File: src/rtl/pe_row_sequencer_pkg.sv
// Shared encodings for the sparse 1-D convolution PE row sequencer:
// FSM states, compressed-word field positions and PE handshake levels.
package pe_seq_pkg;

   typedef enum logic [2:0] {
      S_IDLE   = 3'd0,
      S_LOAD_W = 3'd1,
      S_HDR    = 3'd2,
      S_STREAM = 3'd3,
      S_FLUSH  = 3'd4,
      S_DONE   = 3'd5
   } seq_state_t;

   // Compressed input word: [15:8] index (or header nnz count), [7:0] value
   localparam int WORD_W  = 16;
   localparam int IDX_MSB = 15;
   localparam int IDX_LSB = 8;
   localparam int VAL_MSB = 7;

   // Levels shared with the PE top for advance-enable and end-of-row flush
   localparam logic PE_EN_ACTIVE = 1'b1;
   localparam logic FLUSH_ACTIVE = 1'b1;

   // States in which the PE consumes a word and out_ready applies
   function automatic logic is_pe_state(input seq_state_t s);
      return (s == S_HDR) || (s == S_STREAM) || (s == S_FLUSH);
   endfunction

endpackage

File: src/rtl/pe_rd_addr_gen.sv
// Input-memory read address counter: loadable, hold-able, wraps modulo
// 2^ADDR_WIDTH. The suppress input skips one increment so the next header
// address can be presented twice (last data cycle and flush cycle).
module pe_rd_addr_gen #(
   parameter int ADDR_WIDTH = 5
) (
   input  logic                  i_clk,
   input  logic                  i_rst,
   input  logic                  i_load,
   input  logic [ADDR_WIDTH-1:0] i_load_addr,
   input  logic                  i_en,
   input  logic                  i_suppress,
   output logic [ADDR_WIDTH-1:0] o_addr
);

   logic [ADDR_WIDTH-1:0] r_addr;

   // Load on accepted start, otherwise advance on enabled non-suppressed cycles
   always_ff @(posedge i_clk) begin
      if (!i_rst) begin
         r_addr <= '0;
      end else if (i_load) begin
         r_addr <= i_load_addr;
      end else if (i_en && !i_suppress) begin
         r_addr <= r_addr + 1'b1;
      end
   end

   assign o_addr = r_addr;

endmodule

File: src/rtl/pe_row_sequencer.sv
// Row-level controller for the sparse 1-D convolution PE: walks the
// compressed input rows (header + nonzeros), drives the PE word and cycle
// index, issues the per-row flush and honours back-pressure from the unfold.
module pe_row_sequencer
   import pe_seq_pkg::*;
#(
   parameter int ROW_LENGTH    = 28,
   parameter int FILTER_SIZE   = 5,
   parameter int ADDR_WIDTH_IN = 5,
   parameter int ADDR_WIDTH_W  = 5,
   parameter int CNT_WIDTH     = 5
) (
   input  logic                     i_clk,
   input  logic                     i_rst,
   input  logic                     i_start,
   input  logic [ADDR_WIDTH_IN-1:0] i_in_base,
   input  logic [ADDR_WIDTH_W-1:0]  i_w_base,
   input  logic [CNT_WIDTH-1:0]     i_num_rows,
   output logic [ADDR_WIDTH_IN-1:0] o_mem_in_addr,
   input  logic [WORD_W-1:0]        i_mem_in_data,
   output logic [ADDR_WIDTH_W-1:0]  o_mem_w_addr,
   input  logic                     i_out_ready,
   output logic [WORD_W-1:0]        o_pe_in,
   output logic [CNT_WIDTH-1:0]     o_pe_cnt,
   output logic                     o_pe_en,
   output logic                     o_row_fini,
   output logic                     o_busy,
   output logic                     o_done,
   output logic                     o_err
);

   // The filter width only matters to the PE and unfold stage
   if (FILTER_SIZE < 1) begin : g_bad_filter
      $error("FILTER_SIZE must be at least 1");
   end

   localparam logic [7:0] NNZ_MAX = 8'(ROW_LENGTH);

   seq_state_t               r_state, w_next;
   logic [7:0]               r_nnz;
   logic [CNT_WIDTH-1:0]     r_pe_cnt;
   logic [CNT_WIDTH-1:0]     r_rows_left;
   logic [ADDR_WIDTH_W-1:0]  r_w_addr;
   logic                     r_err;
   logic [WORD_W-1:0]        r_hold_data;
   logic                     r_hold_vld;

   logic [ADDR_WIDTH_IN-1:0] w_rd_addr;
   logic [WORD_W-1:0]        w_word;
   logic [7:0]               w_hdr_raw;
   logic                     w_hdr_ovf;
   logic [7:0]               w_hdr_nnz;
   logic                     w_load;
   logic                     w_adv;
   logic                     w_last;
   logic                     w_addr_en;
   logic                     w_addr_sup;

   // A stall keeps the address frozen, but memory keeps returning the word
   // for that address, i.e. the NEXT word. The word seen on the first stall
   // cycle is held so the PE sees the same word until the cycle completes.
   assign w_word    = r_hold_vld ? r_hold_data : i_mem_in_data;
   assign w_hdr_raw = w_word[IDX_MSB:IDX_LSB];
   assign w_hdr_ovf = (w_hdr_raw > NNZ_MAX);
   assign w_hdr_nnz = w_hdr_ovf ? NNZ_MAX : w_hdr_raw;

   assign w_load = (r_state == S_IDLE) && i_start;
   assign w_adv  = is_pe_state(r_state) && i_out_ready;
   assign w_last = (r_state == S_STREAM) && (r_pe_cnt == CNT_WIDTH'(r_nnz + 8'd1));

   pe_rd_addr_gen #(
      .ADDR_WIDTH (ADDR_WIDTH_IN)
   ) u_rd_addr (
      .i_clk       (i_clk),
      .i_rst       (i_rst),
      .i_load      (w_load),
      .i_load_addr (i_in_base),
      .i_en        (w_addr_en),
      .i_suppress  (w_addr_sup),
      .o_addr      (w_rd_addr)
   );

   // FSM state register
   always_ff @(posedge i_clk) begin
      if (!i_rst) r_state <= S_IDLE;
      else        r_state <= w_next;
   end

   // Next state and address-counter control
   always_comb begin
      w_next     = r_state;
      w_addr_en  = 1'b0;
      w_addr_sup = 1'b0;
      case (r_state)
         S_IDLE: begin
            if (i_start) w_next = (i_num_rows == '0) ? S_DONE : S_LOAD_W;
         end
         S_LOAD_W: begin
            w_addr_en = 1'b1;
            w_next    = S_HDR;
         end
         S_HDR: begin
            if (w_adv) begin
               w_addr_en = 1'b1;
               if (w_hdr_nnz == 8'd0) begin
                  w_addr_sup = 1'b1;
                  w_next     = S_FLUSH;
               end else begin
                  w_next = S_STREAM;
               end
            end
         end
         S_STREAM: begin
            if (w_adv) begin
               w_addr_en = 1'b1;
               if (w_last) begin
                  w_addr_sup = 1'b1;
                  w_next     = S_FLUSH;
               end
            end
         end
         S_FLUSH: begin
            if (w_adv) begin
               w_addr_en = 1'b1;
               w_next    = (r_rows_left <= CNT_WIDTH'(1)) ? S_DONE : S_HDR;
            end
         end
         S_DONE:  w_next = S_IDLE;
         default: w_next = S_IDLE;
      endcase
   end

   // Row bookkeeping: weight address, rows left, nnz, cycle index, error, stall hold
   always_ff @(posedge i_clk) begin
      if (!i_rst) begin
         r_w_addr    <= '0;
         r_rows_left <= '0;
         r_nnz       <= '0;
         r_pe_cnt    <= '0;
         r_err       <= 1'b0;
         r_hold_data <= '0;
         r_hold_vld  <= 1'b0;
      end else begin
         if (w_load) begin
            r_w_addr    <= i_w_base;
            r_rows_left <= i_num_rows;
            r_err       <= 1'b0;
         end
         if ((r_state == S_HDR) && w_hdr_ovf) r_err <= 1'b1;
         if ((r_state == S_HDR) && w_adv)     r_nnz <= w_hdr_nnz;
         if ((r_state == S_FLUSH) && w_adv)   r_rows_left <= r_rows_left - 1'b1;

         case (r_state)
            S_LOAD_W:        r_pe_cnt <= CNT_WIDTH'(1);
            S_HDR, S_STREAM: if (w_adv) r_pe_cnt <= r_pe_cnt + 1'b1;
            S_FLUSH:         if (w_adv) r_pe_cnt <= (w_next == S_HDR) ? CNT_WIDTH'(1) : '0;
            default:         r_pe_cnt <= '0;
         endcase

         if (is_pe_state(r_state) && !i_out_ready) begin
            if (!r_hold_vld) r_hold_data <= i_mem_in_data;
            r_hold_vld <= 1'b1;
         end else begin
            r_hold_vld <= 1'b0;
         end
      end
   end

   // PE-facing outputs
   always_comb begin
      o_pe_in = '0;
      if ((r_state == S_HDR) || (r_state == S_STREAM))
         o_pe_in = {w_word[IDX_MSB:IDX_LSB], w_word[VAL_MSB:0]};
      o_pe_en    = w_adv ? PE_EN_ACTIVE : ~PE_EN_ACTIVE;
      o_row_fini = ((r_state == S_FLUSH) && i_out_ready) ? FLUSH_ACTIVE : ~FLUSH_ACTIVE;
      o_busy     = (r_state != S_IDLE);
      o_done     = (r_state == S_DONE);
      o_err      = r_err | ((r_state == S_HDR) && w_hdr_ovf);
   end

   assign o_pe_cnt      = r_pe_cnt;
   assign o_mem_in_addr = w_rd_addr;
   assign o_mem_w_addr  = r_w_addr;

endmodule

File: config.mk
export PLATFORM = sky130hd
export DESIGN_NAME = pe_row_sequencer
export DESIGN_NICKNAME = d
export VERILOG_FILES = /design/src/rtl/pe_row_sequencer_pkg.sv /design/src/rtl/pe_rd_addr_gen.sv /design/src/rtl/pe_row_sequencer.sv
export SDC_FILE = /design/constraint.sdc
export NUM_CORES = 1
export LEC_CHECK = 0
export BUFFER_PORTS_ARGS = -buffer_cell sky130_fd_sc_hd__buf_4
export CAP_MARGIN = 0
export CELL_PAD_IN_SITES_DETAIL_PLACEMENT = 0
export CELL_PAD_IN_SITES_GLOBAL_PLACEMENT = 2
export CORE_UTILIZATION = 32
export CTS_BUF_LIST = sky130_fd_sc_hd__clkbuf_2 sky130_fd_sc_hd__clkbuf_4 sky130_fd_sc_hd__clkbuf_8
export DETAILED_ROUTE_END_ITERATION = 8
export HOLD_SLACK_MARGIN = 0.05
export PLACE_DENSITY_LB_ADDON = 0.1
export SLEW_MARGIN = 0
export SYNTH_ARGS = -nofsm -noshare
export SYNTH_HDL_FRONTEND = slang
export SYNTH_SLANG_ARGS = --single-unit
File: constraint.sdc
create_clock -name i_clk -period 5.4 [get_ports i_clk]
set_input_delay 0.54 -clock i_clk [delete_from_list [all_inputs] [get_ports i_clk]]
set_output_delay 0.54 -clock i_clk [all_outputs]
set_load 0.03 [all_outputs]
; Word level (Yosys, flattened, before mapping)
; Cells that the tools add are included.
; Widths: inputs -> output; s select.
[op_classes]
eq_ne = 9
bitwise = 1
addsub = 4
mux = 31
reduce_logical = 23
order_cmp = 2
[op_table]
columns = cell, count
row1 = $mux 16, 2
row2 = $mux 5, 6
row3 = $mux 3, 8
row4 = $add 5x1->5 const B, 3
row5 = $pmux 3 s5, 1
row6 = $pmux 5 s3, 1
row7 = $mux 1, 10
row8 = $eq 3x2->1 const B, 3
row9 = $logic_and 1x1->1, 9
row10 = $gt 8x5->1 const B, 1
row11 = $logic_not 8->1, 1
row12 = $mux 8, 1
row13 = $eq 3x3->1 const B, 2
row14 = $reduce_bool 2->1, 3
row15 = $eq 5x5->1, 1
row16 = $le 5x1->1 const B, 1
row17 = $logic_not 5->1, 1
row18 = $sub 5x1->5 const B, 1
row19 = $ne 2x2->1 const B, 2
row20 = $pmux 1 s2, 2
row21 = $eq 3x1->1 const B, 1
row22 = $logic_not 3->1, 1
row23 = $reduce_bool 3->1, 1
row24 = $reduce_or 3->1, 1
row25 = 5 further kinds, 7
[totals]
out_inout_bits = 36
elab_cells = 79
inputBits = 35
regBits = 46

; Longest topological paths before layout
[logic_depth]
ltp_word = 11
mapped_depth = 8
depth_no_buf = 7

; Modules after synthesis
; Synthesis repeated with hierarchy kept, for this count alone.
[hier_totals]
hier_cells = 308
hier_area_um2 = 2590.0
[by_module_without_submodules]
columns = module, instances, cells_each, seq_area_each_um2, area_per_inst_um2
row1 = pe_row_sequencer, 1, 278, 820.8, 2313.5
row2 = pe_rd_addr_gen, 1, 30, 100.1, 276.5

; Worst setup path before layout
; OpenSTA, ideal clock, no wires.
[synth_timing]
kind = input to output
start = in i_mem_in_data[12]
end = out o_err
stages = 5
required_time_ns = 4.860
arrival_ns = 1.700
n_path_buf = 0
slack_ns = 3.160
cell_sequence = mux2i_1 or3_1 o31ai_1 nand3_1 nand2b_1
[synth_via]
elab_chain_cells = 4
[synth_rtl]
columns = item, line_no
row1 = from (decl), pe_row_sequencer.sv:20  ; input logic [WORD_W-1:0] i_mem_in_data,
row2 = $mux 16, -
row3 = $gt 8x5->1, pe_row_sequencer.sv:64  ; assign w_hdr_ovf = (w_hdr_raw > NNZ_MAX);
row4 = $logic_and 1x1->1, pe_row_sequencer.sv:178  ; o_err = r_err | ((r_state == S_HDR) && w_hdr_ovf);
row5 = $or 1x1->1, pe_row_sequencer.sv:178
row6 = to (decl), pe_row_sequencer.sv:29  ; output logic o_err
; Every way passes these cells.

; Final worst setup path
[layout_timing]
start = reg r_hold_vld
end = out o_err
[layout_via]
elab_chain_cells = 4
[layout_rtl]
columns = item, line_no
row1 = from (decl), pe_row_sequencer.sv:46  ; logic r_hold_vld;
row2 = from (signal assigned), pe_row_sequencer.sv:142  ; r_hold_vld <= 1'b0;
row3 = from (signal assigned), pe_row_sequencer.sv:162  ; r_hold_vld <= 1'b1;
row4 = from (signal assigned), pe_row_sequencer.sv:164  ; r_hold_vld <= 1'b0;
row5 = $mux 16, -
row6 = $gt 8x5->1, pe_row_sequencer.sv:64
row7 = $logic_and 1x1->1, pe_row_sequencer.sv:178
row8 = $or 1x1->1, pe_row_sequencer.sv:178
; Every way passes these cells.

==> impl_metrics.tcl <==
set metrics [dict create \
    status "completed" \
    cts_setup_buffers 0 \
    clk_pin_slew_ns 0.08 \
    peakVddDrop_uv 98.1 \
    ys_ff_latch 46 \
    grt_pass1_vias 2053 \
    layout_common_cells "71 x buf_4, 51 x nor2_1, 46 x dfxtp_1" \
    io_buffers 70 \
    die_area_mm2 0.00799 \
    firstDrtPassIters 4 \
    cts.sinks 46 \
    crit_buf_inv 1 \
    clkPwrFrac 0.249 \
    nets 405 \
    ys_warn_count 0 \
    crit_type "reg -> out" \
    crit_chain "mux2i_1 > or3_1 > o31ai_1 > nand3_1 > nand2b_1 > buf_4" \
    grt_setup_unrepaired "false" \
    crit_fanout 21 \
    max_freq_mhz 285 \
    grt_antenna_before_repair 0 \
    cpPeakStageDelay_ns 1.06 \
    yosysTopAreaCell "dfxtp_1" \
    period_share 0.650 \
    fin_util 0.426 \
    dp_hpwl_um 4770 \
    synthTopCellsByArea "dfxtp_1 38%, mux2i_1 11%, nor2_1 7.8%" \
    floorplan.die.height_um 89.4 \
    cp_data_required_time_ns 4.86 \
    synth_ff_type "dfxtp_1" \
    clk-insertion-delay-late_ns 0.30 \
    drcViolationCount 0 \
    whs_ns 0.458 \
    postCtsHoldBufs 0 \
    cp_top_family "flip-flops" \
    drt_iter0_drc 111 \
    setup_viol 0 \
    power_switching_mw 0.293 \
    r2r-start "r_hold_vld$_SDFF_PN0_" \
    pre_cts_ws_ns 2.19 \
    swShare 0.342 \
    vias 2308 \
    worstSetupStartpoint "r_hold_vld$_SDFF_PN0_" \
    ant_nets 0 \
    power.density_mw_per_mm2 275 \
    drive_gt1_frac 0.230 \
    track_usage 0.165 \
    p_leak_nw 1.25 \
    min_path_type "reg -> reg" \
    min_from "o_mem_w_addr[2]$_SDFFE_PN0P_" \
    syn_area_per_cell_um2 8.07 \
    synth_edf_count 0 \
    routed_via_density 4.97 \
    synth_nets 343 \
    cap_viol_max_count 0 \
    avgRoutedWirePerCell_um 13.9 \
    yosysSeqAreaShare 0.377 \
    sequentialPowerShare 0.458 \
    combPwrFrac 0.293 \
    async_flop_share 0 \
    cts-htree-levels 2 \
    syn2layout_area_growth_pct 27.6 \
    clock_tree.root_cell "clkbuf_8" \
    rows 31 \
    slew_viol_final 0 \
    crit_path_end_kind "primary output" \
    crit_cells 6 \
    diodes 0 \
    worstPathArrival_ns 2.97 \
    synth_top_area_frac 0.377 \
    place_congestion 0.756 \
    start_kind "register" \
    start_util 0.334 \
    cts_tree "done" \
    synth_area_mm2 0.00244 \
    grt-ovfl-total 0 \
    setup_ws_ns 1.89 \
    final_common_cell "buf_4" \
    layout_min_cycle_time_ns 3.51 \
    grt_pass1_wl_um 9970 \
    cpMaxStageDelayCell "dfxtp_1" \
    skew_ns 0.00737 \
    max_slew_margin 0.256 \
    syn-instance-count 303 \
    core_area_mm2 0.00733 \
    finalHoldViolations 0 \
    p_int_mw 0.564 \
    synth_cell_type_count 46 \
    cts_buffers 5 \
    tightest_slew_ns 1.11 \
    die_w_um 89.4 \
    fillers 798 \
    clk_path_buf_depth 2 \
    hold_path_depth 2 \
    ctsResizeCount 0 \
    num_io_pins 71 \
    tns_ns 0 \
    wl_um 6460 \
    reg2reg_depth 6 \
    grt_max_degree 24 \
]
-- stage by stage --
stage | total power [mW] | area (um2) | instances
after floorplan | 0.564 | 2440 | 303
after global routing | 0.906 | 3120 | 464
after CTS | 0.868 | 3120 | 464
after global placement | 0.655 | 3040 | 457
final | 0.858 | 3120 | 464
after detailed placement | 0.655 | 3040 | 457
-- power by group through the flow --
stage	combinational (mW)	sequential, mW	clock (mW)
global route	0.276	0.398	0.233
floorplan	0.153	0.410	0
CTS	0.255	0.393	0.220
finish	0.251	0.392	0.214
detailed placement	0.254	0.401	0
global placement	0.254	0.400	0
-- tightest hold or removal path, cell delays in order (launching register included) --
cell,delay [ns]
dfxtp_1,0.32
nand2_1,0.05
a21oi_1,0.05
-- worst paths after layout --
check	endpoint	slack, ns
worst min-delay path	o_mem_w_addr[2]$_SDFFE_PN0P_	0.46
worst max register to register	u_rd_addr.o_addr[1]$_SDFFE_PN0P_	2.61
worst max-delay path	o_err	1.89
worst min register to register	o_mem_w_addr[2]$_SDFFE_PN0P_	0.46
-- metal layers --
layer  wire length, um  up-vias  GRT usage
met4                62        0     0.0390
met3               239        5     0.0323
met1              3220     1063      0.228
met5                 0        -          0
li1                  -     1196          -
met2              2940       44      0.264
-- kinds of logic after synthesis --
logic type / count (synthesis) / synth area share
XOR/XNOR: 7 / 0.0251
AO/OA/AOI/OAI: 68 / 0.181
AND/OR/NAND/NOR: 126 / 0.238
flip-flops: 46 / 0.377
adder cells (fa/ha/maj): 5 / 0.0256
buffers and inverters: 23 / 0.0394
multiplexers: 28 / 0.115
-- flip-flops by register name, indices dropped and copies added, names as in the netlist --
name,count
r_rows_left,5
o_mem_w_addr,5
o_pe_cnt,5
r_err,1
r_nnz,5
u_rd_addr.o_addr,5
r_hold_data,16
r_state,3
r_hold_vld,1
-- cell usage after synthesis (2+ instances only) --
cell,n
or3_1,3
o31ai_1,2
xor2_1,4
nand4_1,2
a211oi_1,6
buf_2,2
dfxtp_1,46
a31oi_1,8
ha_1,5
nand2_1,25
nand2b_1,6
nor2_1,51
inv_1,7
a21oi_1,22
o21ai_0,14
a311oi_1,2
clkbuf_1,11
mux2i_1,28
xnor2_1,3
nand3_1,15
nor2b_1,4
buf_1,2
o221ai_1,2
nor3_1,10
a21o_1,2
-- final cells by class --
type | count | area [um2] | area share
clock buffers | 7 | 83.8 | 0.0269
inverters | 7 | 26.3 | 0.00842
multi-input cells | 234 | 1430 | 0.459
flip-flops and latches | 46 | 921 | 0.295
well taps | 99 | 124 | 0.0397
repair buffers | 71 | 533 | 0.171
Power figures use the tool's default switching activity.
